<file path="src/rtl/trace_pkg.sv">
// trace_pkg: shared definitions for the retire-trace buffer.
//   state_t      - capture FSM state codes (IDLE=0, ARMED=1, CAPTURE=2, DONE=3)
//   trace_rec_t  - one retired-instruction record as stored in the FIFO
//   DROP_W       - width of the saturating drop counter
//   CAPT_W       - width of the per-trigger capture counter
// Optional macro TRACE_BUFFER_TIMESTAMP_EN adds a 32-bit ts field to each record.
package trace_pkg;

  localparam int DROP_W = 16;
  localparam int CAPT_W = 16;

  typedef enum logic [1:0] {
    ST_IDLE    = 2'd0,
    ST_ARMED   = 2'd1,
    ST_CAPTURE = 2'd2,
    ST_DONE    = 2'd3
  } state_t;

  typedef struct packed {
    logic        we;
    logic [31:0] pc;
    logic [31:0] instr;
    logic [4:0]  waddr;
    logic [31:0] wdata;
`ifdef TRACE_BUFFER_TIMESTAMP_EN
    logic [31:0] ts;
`endif
  } trace_rec_t;

endpackage

</file>
<file path="src/rtl/trace_fifo.sv">
// trace_fifo: DEPTH-entry record FIFO (power-of-two DEPTH, minimum 2).
//   clk, rst      - clock, asynchronous active-low reset (pointers/count only)
//   clear         - flush; overrides any same-cycle push or pop
//   push, wr_rec  - offered record
//   pop_req       - consumer ready; a pop happens only when not empty
//   push_acc      - the offered record fits (space, or a pop frees a slot)
//   rd_rec, count - head record (straight from storage) and occupancy
import trace_pkg::*;

module trace_fifo #(
  parameter int DEPTH = 16
) (
  input  logic                   clk,
  input  logic                   rst,
  input  logic                   clear,
  input  logic                   push,
  input  trace_rec_t             wr_rec,
  input  logic                   pop_req,
  output logic                   push_acc,
  output trace_rec_t             rd_rec,
  output logic [$clog2(DEPTH):0] count
);

  localparam int AW = $clog2(DEPTH);
  localparam logic [AW:0] FULL_CNT = (AW+1)'(DEPTH);

  trace_rec_t    mem [DEPTH];
  logic [AW-1:0] wr_ptr;
  logic [AW-1:0] rd_ptr;
  logic          pop;
  logic          do_push;
  logic          do_pop;

  // Acceptance ignores clear: a flushed record is discarded, not dropped.
  assign pop      = pop_req && (count != '0);
  assign push_acc = push && ((count != FULL_CNT) || pop);
  assign do_push  = push_acc && !clear;
  assign do_pop   = pop && !clear;
  assign rd_rec   = mem[rd_ptr];

  // Pointers wrap naturally because DEPTH is a power of two.
  always_ff @(posedge clk or negedge rst) begin
    if (!rst) begin
      wr_ptr <= '0;
      rd_ptr <= '0;
      count  <= '0;
    end else if (clear) begin
      wr_ptr <= '0;
      rd_ptr <= '0;
      count  <= '0;
    end else begin
      if (do_push) wr_ptr <= wr_ptr + 1'b1;
      if (do_pop)  rd_ptr <= rd_ptr + 1'b1;
      case ({do_push, do_pop})
        2'b10:   count <= count + 1'b1;
        2'b01:   count <= count - 1'b1;
        default: count <= count;
      endcase
    end
  end

  always_ff @(posedge clk) begin
    if (do_push) mem[wr_ptr] <= wr_rec;
  end

endmodule

</file>
<file path="src/rtl/trace_buffer.sv">
// trace_buffer: triggered retire-trace capture into a drainable FIFO.
//   clk, rst          - clock, asynchronous active-low reset
//   arm, clear        - arm trigger (clears counters) / flush FIFO
//   trig_pc           - PC whose retirement starts a capture
//   retire_valid, reg_write, pc, instr, reg_waddr, reg_wdata - retire record in
//   out_valid/out_ready, out_we, out_pc, out_instr, out_waddr, out_wdata - head out
//   out_ts            - head timestamp (only with TRACE_BUFFER_TIMESTAMP_EN)
//   state, count, drop_count, overflow - status
// Macro TRACE_BUFFER_TIMESTAMP_EN: adds a free-running cycle counter stored
// with every record and presented on out_ts.
import trace_pkg::*;

module trace_buffer #(
  parameter int DEPTH       = 16,
  parameter int CAPTURE_LEN = 64
) (
  input  logic                   clk,
  input  logic                   rst,
  input  logic                   arm,
  input  logic                   clear,
  input  logic [31:0]            trig_pc,
  input  logic                   retire_valid,
  input  logic                   reg_write,
  input  logic [31:0]            pc,
  input  logic [31:0]            instr,
  input  logic [4:0]             reg_waddr,
  input  logic [31:0]            reg_wdata,
  output logic                   out_valid,
  input  logic                   out_ready,
  output logic                   out_we,
  output logic [31:0]            out_pc,
  output logic [31:0]            out_instr,
  output logic [4:0]             out_waddr,
  output logic [31:0]            out_wdata,
`ifdef TRACE_BUFFER_TIMESTAMP_EN
  output logic [31:0]            out_ts,
`endif
  output logic [1:0]             state,
  output logic [$clog2(DEPTH):0] count,
  output logic [DROP_W-1:0]      drop_count,
  output logic                   overflow
);

  localparam logic [CAPT_W-1:0] CAP_LAST = CAPT_W'(CAPTURE_LEN);

  state_t             st_q;
  logic [CAPT_W-1:0]  cap_cnt;
  logic [CAPT_W-1:0]  cap_nxt;
  logic               offer;
  logic               push_acc;
  trace_rec_t         wr_rec;
  trace_rec_t         rd_rec;

  function automatic logic [DROP_W-1:0] sat_inc(input logic [DROP_W-1:0] v);
    return (&v) ? v : v + 1'b1;
  endfunction

  // The trigger record itself is offered; arm suppresses any offer that cycle.
  assign offer   = retire_valid && !arm &&
                   ((st_q == ST_CAPTURE) || ((st_q == ST_ARMED) && (pc == trig_pc)));
  assign cap_nxt = cap_cnt + 1'b1;

`ifdef TRACE_BUFFER_TIMESTAMP_EN
  logic [31:0] ts_q;

  always_ff @(posedge clk or negedge rst) begin
    if (!rst) ts_q <= '0;
    else      ts_q <= ts_q + 1'b1;
  end
`endif

  always_comb begin
    wr_rec       = '0;
    wr_rec.we    = reg_write;
    wr_rec.pc    = pc;
    wr_rec.instr = instr;
    wr_rec.waddr = reg_waddr;
    wr_rec.wdata = reg_wdata;
`ifdef TRACE_BUFFER_TIMESTAMP_EN
    wr_rec.ts    = ts_q;
`endif
  end

  always_ff @(posedge clk or negedge rst) begin
    if (!rst) begin
      st_q       <= ST_IDLE;
      cap_cnt    <= '0;
      drop_count <= '0;
      overflow   <= 1'b0;
    end else if (arm) begin
      st_q       <= ST_ARMED;
      cap_cnt    <= '0;
      drop_count <= '0;
      overflow   <= 1'b0;
    end else if (offer) begin
      cap_cnt <= cap_nxt;
      if (cap_nxt == CAP_LAST) st_q <= ST_DONE;
      else                     st_q <= ST_CAPTURE;
      if (!push_acc) begin
        drop_count <= sat_inc(drop_count);
        overflow   <= 1'b1;
      end
    end
  end

  trace_fifo #(
    .DEPTH (DEPTH)
  ) u_fifo (
    .clk      (clk),
    .rst      (rst),
    .clear    (clear),
    .push     (offer),
    .wr_rec   (wr_rec),
    .pop_req  (out_ready),
    .push_acc (push_acc),
    .rd_rec   (rd_rec),
    .count    (count)
  );

  assign state     = st_q;
  assign out_valid = (count != '0);
  assign out_we    = rd_rec.we;
  assign out_pc    = rd_rec.pc;
  assign out_instr = rd_rec.instr;
  assign out_waddr = rd_rec.waddr;
  assign out_wdata = rd_rec.wdata;
`ifdef TRACE_BUFFER_TIMESTAMP_EN
  assign out_ts    = rd_rec.ts;
`endif

endmodule
</file>
<file path="config.mk">
export PLATFORM = sky130hd
export DESIGN_NAME = trace_buffer
export DESIGN_NICKNAME = d
export VERILOG_FILES = /design/src/rtl/trace_pkg.sv /design/src/rtl/trace_fifo.sv /design/src/rtl/trace_buffer.sv
export SDC_FILE = /design/constraint.sdc
export NUM_CORES = 2
export LEC_CHECK = 0
export ABC_CLOCK_PERIOD_IN_PS = 16650
export CAP_MARGIN = 0
export CORE_MARGIN = 4
export CORE_UTILIZATION = 35
export CTS_CLUSTER_DIAMETER = 100
export DETAILED_ROUTE_END_ITERATION = 8
export GPL_TIMING_DRIVEN = 0
export SLEW_MARGIN = 25
export SYNTH_ARGS = -nofsm -noshare
export SYNTH_HDL_FRONTEND = slang
export SYNTH_SLANG_ARGS = --single-unit
</file>
<file path="constraint.sdc">
create_clock -name clk -period 16.65 [get_ports clk]
set_input_delay 4.1625 -clock clk [delete_from_list [all_inputs] [get_ports clk]]
set_output_delay 4.1625 -clock clk [all_outputs]
set_load 0.05 [all_outputs]
</file>
==> results.toml <==
[run]
maxCapViolations = 0

[final_layout]
share_of_final_layout_standard_cells_stronger_than_drive_strength_1 = 0.200
design.final.nets = 4192
fillers = 16100
ff_latch_area_um2 = 50200
area.growth.synth_to_final_pct = 21.2
final_cells = 6676
multi_input_area_um2 = 14500

[timing]
maxSlewViolCount = 0
setup_viol = 0
totalNegativeSetupSlack_ps = 0
max_freq_mhz = 104
hold_violations = 0
crit_path_time_final_ps = 9600
timing.final.crit_share = 0.576
relSlewSlack = 0.218
max_slew.worst_pin.slew_ps = 1170
finClkSkew_ps = 19.2
rsz0062_at_grt = "no"

[synth]
synthesis.nets = 3558
combinational_family_with_the_most_area_after_synthesis = "multiplexers"
synth_top_flop_cell = "sky130_fd_sc_hd__edfxtp_1"
xor_xnor_share_of_the_synthesized_area = 0.00737
async_flop_share = 0.0286
basic_gate_share_of_the_synthesized_area_counting_and_or_nand_and_nor_cells = 0.0184
yosysSeqAreaShare = 0.768
synth_compound_area_frac = 0.0568
share_of_cell_area_taken_by_muxes_after_synthesis = 0.135
syn_area_um2 = 65400
yosys.cell_count.top_type = "sky130_fd_sc_hd__edfxtp_1"
synth_enable_flop_cells = 1632
synth_top_cell_area_share = 0.750
adder_cell_fraction_of_synth_area = 0.00222
synth.distinct_cells = 56
synthCells = 3407
post_synth_main_area_contributors = "sky130_fd_sc_hd__edfxtp_1 (75%), sky130_fd_sc_hd__mux4_2 (7.0%), sky130_fd_sc_hd__mux2i_1 (4.7%), sky130_fd_sc_hd__dfrtp_1 (1.8%), sky130_fd_sc_hd__mux2_2 (1.8%)"
synth_area_per_cell_um2 = 19.2
yosys_warnings = 0
postSynthRegisterBits = 1680
synth_top_area_cell = "sky130_fd_sc_hd__edfxtp_1"
netlist_top_cells_count = "sky130_fd_sc_hd__edfxtp_1 (1,632), sky130_fd_sc_hd__mux2i_1 (308), sky130_fd_sc_hd__o21ai_0 (229), sky130_fd_sc_hd__mux4_2 (204), sky130_fd_sc_hd__a21oi_1 (126)"

[clocking]
clk_transition_reported_paths_ps = 60
cts-resized-gates = 0
cts_hold_repair.buffers = 0
cts_setup_buffers = 0
source_to_sink_clock_delay_at_the_later_pin_of_the_worst_skew_pair_ps = 790
cts-htree-levels = 4
cts_made_buffers = 171
clock_tree.buffer_depth = 3
cts_sink_cnt = 1680
cts_root_buf = "sky130_fd_sc_hd__clkbuf_16"
tritoncts = "yes"

[global_route]
global_route.peak_usage_layer = "met2"
grt_pass1_wl_um = 256000
grt_use_met2 = 0.310
grt_antenna_before_repair = 27
grt_overflow_total = 0
met3_usage = 0.0380
met1_layer_usage_reported_by_global_route = 0.237
grt_use_total = 0.183
grt_max_degree = 32
first_global_vias = 35500

[floorplanning]
boundaryPins = 267
die-height_um = 440
die-area_um2 = 194000
chipWidth_um = 440
fp-row-count = 158
floorplan_core_area_um2 = 186000
initial_utilization = 0.352

[critical_path]
critical_path.reg2reg.endpoint = "u_fifo.mem[4][32]"
reg2reg_from = "state[1]"
cp.arrival_ps = 10100
path_max_fanout = 17
r2r_cells = 15
rrSetupSlack_ps = 12020
worstSetupPathType = "in -> reg"
required_ps = 17150
cp-start-kind = "primary input"
critical_path.endpoint_type = "flip-flop"

[place]
place_hpwl_um = 125000
dpl.cell_count = 6348
gp_routability_congestion = 0.762
placement.io_buffers = 264

[pwr]
portion_of_total_power_attributed_to_sequential_cells = 0.433
share_comb_of_total_power = 0.219
power.net_switching_mw = 3.05
cellLeakagePower_nw = 25.2
p_int_mw = 7.71
proportion_of_total_power_due_to_net_switching = 0.283
total_power_mw = 10.8
power_per_cell_area_nw_per_um2 = 136
vdd_drop_max_v = 0.000109
clockPowerShare = 0.348

[drt]
initialDrtViolationCount = 2957
wl_per_cell_um = 26.9
finalWirelength_um = 179000
drc_errors = 0
routed_via_density = 5.24
detailedRoute.firstPassIterationCount = 5
vias = 35000
postRouteAntennaNets = 0

[status]
run_status = "finished clean"

[min_path]
hold-path-endpoint = "overflow"
worstHoldPathType = "reg -> reg"
worst_hold_path.num_cells = 2
holdCritStartpoint = "overflow"
[worst max-delay path: stages]
cell	delay, ps
sky130_fd_sc_hd__clkdlybuf4s50_1	760
sky130_fd_sc_hd__xnor2_1	800
sky130_fd_sc_hd__nand4_1	400
sky130_fd_sc_hd__nor4_4	570
sky130_fd_sc_hd__and3_1	290
sky130_fd_sc_hd__buf_6	180
sky130_fd_sc_hd__o21ai_1	300
sky130_fd_sc_hd__nor4b_2	720
sky130_fd_sc_hd__buf_4	280
sky130_fd_sc_hd__buf_4	180
sky130_fd_sc_hd__buf_2	210
sky130_fd_sc_hd__buf_4	190
sky130_fd_sc_hd__buf_2	190
sky130_fd_sc_hd__buf_4	160
sky130_fd_sc_hd__buf_2	230
sky130_fd_sc_hd__buf_2	250
sky130_fd_sc_hd__buf_2	230
[worst max-delay path by stage]
| stage | depth (start not counted) | end | slack [ps] | from |
|---|---|---|---|---|
| global route | 9 | out_pc[17] | 6880 | u_fifo.rd_ptr[1] |
| finish | 17 | u_fifo.mem[4][32] | 7050 | pc[25] |
| global placement | 8 | u_fifo.mem[8][37] | -15980 | pc[30] |
| floorplan | 7 | u_fifo.mem[12][0] | 20 | trig_pc[8] |
| CTS | 9 | out_pc[17] | 7010 | u_fifo.rd_ptr[1] |
| detailed placement | 17 | u_fifo.mem[4][36] | 6140 | pc[25] |
[layer usage]
| layer | vias to the layer above | routed length, um |
|---|---|---|
| met5 | - | 31 |
| met3 | 258 | 11500 |
| met1 | 18300 | 72500 |
| li1 | 15300 | - |
| met2 | 1171 | 89900 |
| met4 | 6 | 5340 |
[power by group through the flow]
stage	registers [mW]	logic, mW	clock network, mW
6_report	4.65	2.36	3.74
5_1_grt	4.65	2.50	4.00
4_1_cts	4.65	2.41	3.82
3_5_place_dp	4.74	2.40	0
3_3_place_gp	4.74	2.37	0
2_1_floorplan	4.76	1.52	0
[sequential cells by signal, summed over array words and instances (netlist names)]
| name | cells |
|---|---|
| cap_cnt | 16 |
| drop_count | 16 |
| overflow | 1 |
| state | 2 |
| u_fifo.count | 5 |
| u_fifo.mem | 1632 |
| u_fifo.rd_ptr | 4 |
| u_fifo.wr_ptr | 4 |
[cells by family after synthesis]
kind of cell	after synthesis
compound gates	590
buf+inv	197
flops	1680
fa+ha+maj	11
mux	616
simple gates	258
xor+xnor	55
[layout by cell type, fill, tap and decap left out, types with 65 or more instances in the layout]
| cell type | count |
|---|---|
| sky130_fd_sc_hd__edfxtp_1 | 1632 |
| sky130_fd_sc_hd__mux2i_1 | 308 |
| sky130_fd_sc_hd__clkdlybuf4s50_1 | 263 |
| sky130_fd_sc_hd__o21ai_0 | 229 |
| sky130_fd_sc_hd__mux4_2 | 204 |
| sky130_fd_sc_hd__clkbuf_16 | 174 |
| sky130_fd_sc_hd__clkbuf_1 | 143 |
| sky130_fd_sc_hd__a21oi_1 | 126 |
| sky130_fd_sc_hd__nand2_1 | 124 |
| sky130_fd_sc_hd__buf_2 | 107 |
| sky130_fd_sc_hd__mux2_2 | 104 |
| sky130_fd_sc_hd__a22oi_1 | 103 |
| sky130_fd_sc_hd__a221oi_1 | 102 |
| sky130_fd_sc_hd__buf_4 | 65 |
[final cells by class]
| cell class | count | share of cell area |
|---|---|---|
| Tap cell | 2480 | 0.0392 |
| Clock inverter | 102 | 0.0118 |
| Buffer | 182 | 0.00962 |
| Inverter | 15 | 0.000711 |
| Antenna cell | 11 | 0.000347 |
| Clock buffer | 215 | 0.0573 |
| Sequential cell | 1680 | 0.634 |
| Multi-Input combinational cell | 1530 | 0.183 |
| Timing Repair Buffer | 461 | 0.0640 |
[metrics by stage]
| stage | area [um2] | utilization | hold slack, ps | setup slack [ps] |
|---|---|---|---|---|
| after CTS | 79200 | 0.427 | 500 | 7010 |
| after floorplan | 65400 | - | 530 | 18.8 |
| after detailed placement | 73700 | 0.397 | 492 | 6140 |
| final | 79200 | 0.427 | 497 | 7050 |
| after global routing | 79200 | 0.427 | 540 | 6880 |
| after global placement | 71100 | 0.383 | 492 | -15980 |
(Power assumes the default switching activity.)
